$ cat config.mk
export PLATFORM = sky130hd
export DESIGN_NAME = product_accumulator
export DESIGN_NICKNAME = d
export VERILOG_FILES = /design/src/rtl/product_accumulator.sv
export SDC_FILE = /design/constraint.sdc
export NUM_CORES = 1
export LEC_CHECK = 0
export CAP_MARGIN = 10
export CORE_MARGIN = 5
export CORE_UTILIZATION = 34
export CTS_CLUSTER_DIAMETER = 100
export CTS_CLUSTER_SIZE = 10
export DETAILED_ROUTE_END_ITERATION = 16
export RECOVER_POWER = 25
export SLEW_MARGIN = 40
export SYNTH_ARGS = -nofsm -noshare
export SYNTH_HDL_FRONTEND = slang
export SYNTH_SLANG_ARGS = --single-unit
$ cat constraint.sdc
create_clock -name iClk -period 2.8 [get_ports iClk]
set_input_delay 0.84 -clock iClk [delete_from_list [all_inputs] [get_ports iClk]]
set_output_delay 0.84 -clock iClk [all_outputs]
set_load 0.005 [all_outputs]
$ cat src/rtl/product_accumulator.sv
// Burst accumulator: sums a length-prefixed run of unsigned products from an
// upstream multiplier and hands the total downstream with a valid/ready handshake.
module product_accumulator #(
    parameter int BITWIDTH = 8,
    parameter int CNTWIDTH = 8
) (
    input  logic                               iClk,
    input  logic                               iRst,
    input  logic                               iClr,
    input  logic                               iStart,
    input  logic [CNTWIDTH-1:0]                iLen,
    input  logic                               iValid,
    input  logic [2*BITWIDTH-1:0]              iProd,
    output logic                               oReady,
    output logic [2*BITWIDTH+CNTWIDTH-1:0]     oAcc,
    output logic                               oValid,
    input  logic                               iReady,
    output logic                               oBusy
);

    localparam int ACCWIDTH = 2*BITWIDTH + CNTWIDTH;

    typedef enum logic [1:0] {
        IDLE = 2'd0,
        ACC  = 2'd1,
        DONE = 2'd2
    } state_t;

    state_t                r_state;
    logic [ACCWIDTH-1:0]   r_sum;
    logic [CNTWIDTH-1:0]   r_cnt;
    logic [CNTWIDTH-1:0]   r_len;
    logic [ACCWIDTH-1:0]   r_acc;
    logic                  r_valid;

    logic                  w_last;
    logic [ACCWIDTH-1:0]   w_prod_ext;
    logic [ACCWIDTH-1:0]   w_sum_next;

    // Headroom of CNTWIDTH bits means the sum can never wrap, so no saturation.
    assign w_prod_ext = {{CNTWIDTH{1'b0}}, iProd};
    assign w_sum_next = r_sum + w_prod_ext;
    assign w_last     = (r_cnt == (r_len - CNTWIDTH'(1)));

    assign oReady = (r_state == ACC);
    assign oBusy  = (r_state != IDLE);
    assign oAcc   = r_acc;
    assign oValid = r_valid;

    always_ff @(posedge iClk or posedge iRst) begin
        if (iRst) begin
            r_state <= IDLE;
            r_sum   <= '0;
            r_cnt   <= '0;
            r_len   <= '0;
            r_acc   <= '0;
            r_valid <= 1'b0;
        end else if (iClr) begin
            r_state <= IDLE;
            r_sum   <= '0;
            r_cnt   <= '0;
            r_len   <= '0;
            r_acc   <= '0;
            r_valid <= 1'b0;
        end else begin
            case (r_state)
                IDLE: begin
                    if (iStart) begin
                        if (iLen != '0) begin
                            r_len   <= iLen;
                            r_sum   <= '0;
                            r_cnt   <= '0;
                            r_state <= ACC;
                        end else begin
                            // Empty burst: present a zero result straight away.
                            r_acc   <= '0;
                            r_valid <= 1'b1;
                            r_state <= DONE;
                        end
                    end
                end
                ACC: begin
                    if (iValid) begin
                        r_sum <= w_sum_next;
                        r_cnt <= r_cnt + CNTWIDTH'(1);
                        if (w_last) begin
                            r_acc   <= w_sum_next;
                            r_valid <= 1'b1;
                            r_state <= DONE;
                        end
                    end
                end
                DONE: begin
                    if (iReady) begin
                        r_valid <= 1'b0;
                        r_state <= IDLE;
                    end
                end
                default: begin
                    r_valid <= 1'b0;
                    r_state <= IDLE;
                end
            endcase
        end
    end

endmodule

=== After elaboration in Yosys (flattened, before gate mapping) ===
Cells that the tools add are included.
W data, S select, Z words.

* Add/sub/neg operators: 3
* Multipliers: 0
* Div/mod/pow operators: 0
* Magnitude comparators: 0
* Equal/unequal tests: 9
* Shift operators: 0
* Multiplexer cells: 34
* Bitwise logic cells: 0
* Reductions and logical operators: 12

{| class="wikitable"
|+ Operator list
! operator !! count
|-
| $mux W24 || 9
|-
| $pmux W24 S2 || 2
|-
| $mux W8 || 8
|-
| $add A24 B16 Y24 || 1
|-
| $pmux W8 S2 || 1
|-
| $ne A3 B3 Y1 const B || 5
|-
| $mux W2 || 6
|-
| $reduce_and A5 Y1 || 2
|-
| $add A8 B1 Y8 const B || 1
|-
| $eq A8 B8 Y1 || 1
|-
| $reduce_and A4 Y1 || 2
|-
| $reduce_bool A2 Y1 || 4
|-
| $reduce_bool A8 Y1 || 1
|-
| $sub A8 B1 Y8 const B || 1
|-
| $mux W1 || 6
|-
| $pmux W2 S3 || 1
|-
| $ne A3 B2 Y1 const B || 1
|-
| $pmux W1 S3 || 1
|-
| $reduce_and A3 Y1 || 1
|-
| $reduce_bool A3 Y1 || 1
|-
| $eq A2 B1 Y1 const B || 1
|-
| $eq A2 B2 Y1 const B || 1
|-
| $logic_not A2 Y1 || 1
|}

* Bits in registers: 67
* Bits in latches: 0
* Memory bits (writable): 0
* Bits in read-only memories: 0
* Bits of input ports: 30
* Memories: 0

=== Longest topological paths before layout ===
* Word-level depth: 6
* Depth in mapped cells: 11
* Gate-level depth less buffers: 9

=== Worst setup path after synthesis ===
No wires, ideal clock.

* Path type: input -> register
* Start: input iProd[0]
* End: register r_acc[22] (netlist: oAcc[22])
* Setup time: 0.121 ns
* Data arrival time: 2.859 ns
* Required time: 2.679 ns
* Slack: -0.180 ns
* Stages on the path: 9
* Path buffers: 0
* Cell sequence: ha_1 -> fa_1 -> a21o_1 -> a221oi_1 -> o31a_1 -> o21ai_1 -> nand3b_1 -> nand3_1 -> a22o_1

* Longest elaborated chain between the ends: 5

{| class="wikitable"
|+ Ends and longest elaborated chain
! item !! RTL line !! source
|-
| from (decl) || 13 || <nowiki>input logic [2*BITWIDTH-1:0] iProd,</nowiki>
|-
| $add A24 B16 Y24 || 42 || <nowiki>assign w_sum_next = r_sum + w_prod_ext;</nowiki>
|-
| $mux W24 || 86 || <nowiki>if (w_last) begin</nowiki>
|-
| $mux W24 || 83 || <nowiki>if (iValid) begin</nowiki>
|-
| $pmux W24 S2 || 66 || <nowiki>case (r_state)</nowiki>
|-
| $mux W24 || 58 || <nowiki>end else if (iClr) begin</nowiki>
|-
| to (signal assigned) || 87 || <nowiki>r_acc <= w_sum_next;</nowiki>
|-
| to (decl) || 33 || <nowiki>logic [ACCWIDTH-1:0] r_acc;</nowiki>
|}

No other way between the ends. The select of a mux whose other input is x is not followed.
A chain may end at the register's enable or synchronous reset.

=== Worst setup path after layout ===
* Start: input iLen[2]
* End: register r_sum[4]

* Longest elaborated chain between the ends: 3

{| class="wikitable"
|+ Ends and longest elaborated chain
! item !! RTL line !! source
|-
| from (decl) || 11 || <nowiki>input logic [CNTWIDTH-1:0] iLen,</nowiki>
|-
| $reduce_bool A8 Y1 || 69 || <nowiki>if (iLen != '0) begin</nowiki>
|-
| $ne A3 B3 Y1 (no source line) || -- ||
|-
| $reduce_and A4 Y1 (no source line) || -- ||
|-
| to (signal assigned) || 84 || <nowiki>r_sum <= w_sum_next;</nowiki>
|-
| to (decl) || 30 || <nowiki>logic [ACCWIDTH-1:0] r_sum;</nowiki>
|}

No other way between the ends.

==> flow_summary.json <==
{
  "status": "finished, violations left",
  "violations_in_the_final_reports": "capacitance limit, slew limit",
  "drt-pass1-iter-count": 4,
  "setup_viol": 0,
  "cp.arrival_ns": 2.97,
  "post-synth-top-area-cell": "dfrtp_1",
  "placeableCoreArea_mm2": 0.0119,
  "globalRouteTotalUtil_pct": 15.9,
  "initial_core_utilization_pct": 34.5,
  "syn-cell-area_mm2": 0.00411,
  "max_slew.worst_pin.slew_ns": 1.54,
  "hold_class": "register to register",
  "overflow": 0,
  "cts_sinks": 67,
  "synth_enable_flop_cells": 0,
  "clk_pin_slew_ns": 0.05,
  "grt_antenna_before_repair": 0,
  "antennaDiodeCount": 0,
  "synth.top_cell.area_share_pct": 40.8,
  "synth-simple-area-share_pct": 16.0,
  "final_design_area_no_fill_mm2": 0.00592,
  "detail_route.iter0.violations": 227,
  "routed-via-count": 3766,
  "synth_top_family_by_area": "compound AO/OA/AOI/OAI gates",
  "die_w_um": 120,
  "relative_slew_slack_pct": -2.98,
  "htreeDepth": 3,
  "floorplan.rows": 40,
  "synthArstFlopShare_pct": 100,
  "netlist_instances": 446,
  "worstPathMaxFanout": 10,
  "timing.final.crit_share_pct": 98.4,
  "tritoncts.num_buffers": 9,
  "synth_compound_gate_area_share_pct": 21.7,
  "synth_xor_area_share_pct": 7.67,
  "nFillCells": 1126,
  "grt_max_degree": 68,
  "multiplexer_fraction_of_the_synthesized_cell_area_pct": 3.10,
  "powerDensity_mw_per_mm2": 465,
  "endpoint_kind": "register",
  "synth.top_cells.by_area": "dfrtp_1 (41%), ha_1 (5.5%), nand2_1 (5.5%)",
  "ir_worst_vdd_mv": 0.266,
  "hold_start": "oAcc[3]",
  "number_of_synthesized_register_bits": 67,
  "criticalPathCategory": "input port to register",
  "leak_nw": 2.61,
  "finalCoreUtilization_pct": 49.7,
  "worst_r2r_startpoint": "r_len[1]",
  "max_capacitance_violation_count": 1,
  "proportion_of_synthesized_chip_area_in_sequential_cells_pct": 40.8,
  "ioPinCount": 57,
  "post_synth.cell_area_avg_um2": 9.22,
  "clock_path_buffers": 2,
  "finalPower_mw": 2.75,
  "dp_hpwl_um": 8150,
  "postRouteAntennaNets": 0,
  "wire_per_inst_um": 15.0,
  "synth_adder_area_share_pct": 5.96,
  "fin_nets": 629,
  "synth.top_cells.by_count": "dfrtp_1 (67), nand2_1 (60), nor2_1 (39)",
  "floorplan.die_area_mm2": 0.0144,
  "dominantRegCellSynth": "dfrtp_1",
  "gpl.final_weighted_congestion": 0.884,
  "fmax_mhz": 363,
  "die_ht_um": 120,
  "setup.worst_path.start_class": "input port",
  "slew_violations": 68,
  "ys_types": 59,
  "unrepaired_setup_endpoints_after_global_routing": "no",
  "cts-hold-fix-buffers": 0,
  "clk-insertion-delay-late_ns": 0.33,
  "vias_in_the_first_global_route": 3934,
  "skew_ns": 0.00688,
  "synthMostInstantiatedCell": "dfrtp_1",
  "finalHoldViolations": 0,
  "place_area_mm2": 0.00538,
  "placement.io_buffers": 56,
  "area.growth.synth_to_final_pct": 44.1,
  "routed_wl_um": 11000,
  "tritoncts": "built",
  "cp_data_required_time_ns": 3.01,
  "share_of_cells_above_drive_strength_1_pct": 25.7,
  "first_pass_grt_wire_length_um": 18600,
  "synth-warning-count": 0,
  "avgViaCountPerCell": 5.16,
  "mappedNetlistNets": 495,
  "drc": 0,
  "min_period_ns": 2.75,
  "crit_path_start": "iLen[2]",
  "cts.root.buffer_cell": "clkbuf_16"
}
==> cells in the final DEF, fill, tap and decap left out, types with 5 or more instances in the layout <==
cell type and instances:
a31oi_1 6, clkdlybuf4s50_1 46, dfrtp_1 67, ha_1 8
o31ai_1 11, a22o_1 5, xnor2_1 25, ha_4 9
a21oi_1 21, buf_4 81, mux2_2 6, nor2_1 37
mux2i_1 6, o21ai_0 20, inv_1 20, xor2_1 11
o21ai_1 16, or3_1 5, o31ai_2 5, nand3_1 10
nor3_1 5, clkbuf_16 9, dlygate4sd2_1 6, nand2_1 59
==> layer usage <==
metal | track usage [%] | up-vias | routed length, µm
met5 | 0 | - | 0
met4 | 5.73 | 0 | 184
met3 | 3.30 | 15 | 425
met2 | 26.9 | 80 | 5340
met1 | 20.1 | 1810 | 5030
li1 | - | 1861 | -
==> critical path, stage by stage <==
cell and delay (ns):
clkdlybuf4s50_1 0.43, or4_4 0.54, o211a_1 0.25, or2_1 0.24
a21oi_2 0.16, buf_12 0.16, mux2_2 0.33
==> sequential cells by signal, indices dropped and copies added, names as in the netlist <==
signal	flops
r_len	8
oValid	1
oAcc	24
r_state	2
r_sum	24
r_cnt	8
==> path summary, 6_finish.rpt <==
| check | slack, ns | cells past startpoint | endpoint |
|---|---|---|---|
| max | 0.05 | 7 | r_sum[4] |
| min | 0.47 | 2 | oAcc[3] |
| max reg2reg | 0.29 | 9 | oAcc[23] |
| min reg2reg | 0.47 | 2 | oAcc[3] |
| max in group asynchronous | 0.50 | 3 | r_sum[22] |
| min in group asynchronous | 1.37 | 3 | oAcc[4] |
==> where the power goes <==
part / total [mW] / internal (mW) / leakage, nW / switching [mW]
logic: 0.667 / 0.351 / 1.56 / 0.317
clock network: 1.03 / 0.632 / 0.137 / 0.397
registers: 1.06 / 1.01 / 0.916 / 0.0411
==> kinds of logic (layout without fill, tap and decap cells) <==
kind of cell | after synthesis | after routing
AOI/OAI and AO/OA | 127 | 127
buffers and inverters | 41 | 178
DFF | 67 | 67
muxes | 12 | 12
xor gates and xnor gates | 36 | 36
adders and majority gates | 19 | 19
and+or+nand+nor | 144 | 144
==> per-stage QoR <==
step	TNS, ns	setup WS [ns]	hold slack [ns]	instances
2_1_floorplan	0	0.000778	0.452	446
3_3_place_gp	-16.27	-0.492	0.451	707
5_1_grt	0	0.000277	0.492	730
6_report	0	0.0456	0.467	730
4_1_cts	0	0.00242	0.472	729
3_5_place_dp	-17.75	-0.543	0.458	707
==> layout make-up <==
type | instances | area [µm²] | share of cell area [%]
clock buffer | 11 | 253 | 4.27
clock inverter | 3 | 15.0 | 0.253
inverter | 21 | 78.8 | 1.33
multi-input combinational | 338 | 2460 | 41.5
sequential | 67 | 1680 | 28.3
tap | 147 | 184 | 3.11
timing repair buffer | 143 | 1260 | 21.3
==> what timing repair did <==
action	in CTS	in global routing
resized for setup	27	21
hold endpoints to repair	0	0
endpoints found under the setup margin	25	32
setup buffers	8	1
pin swaps	21	13
cloned	0	0
Power figures use the tool's default switching activity.
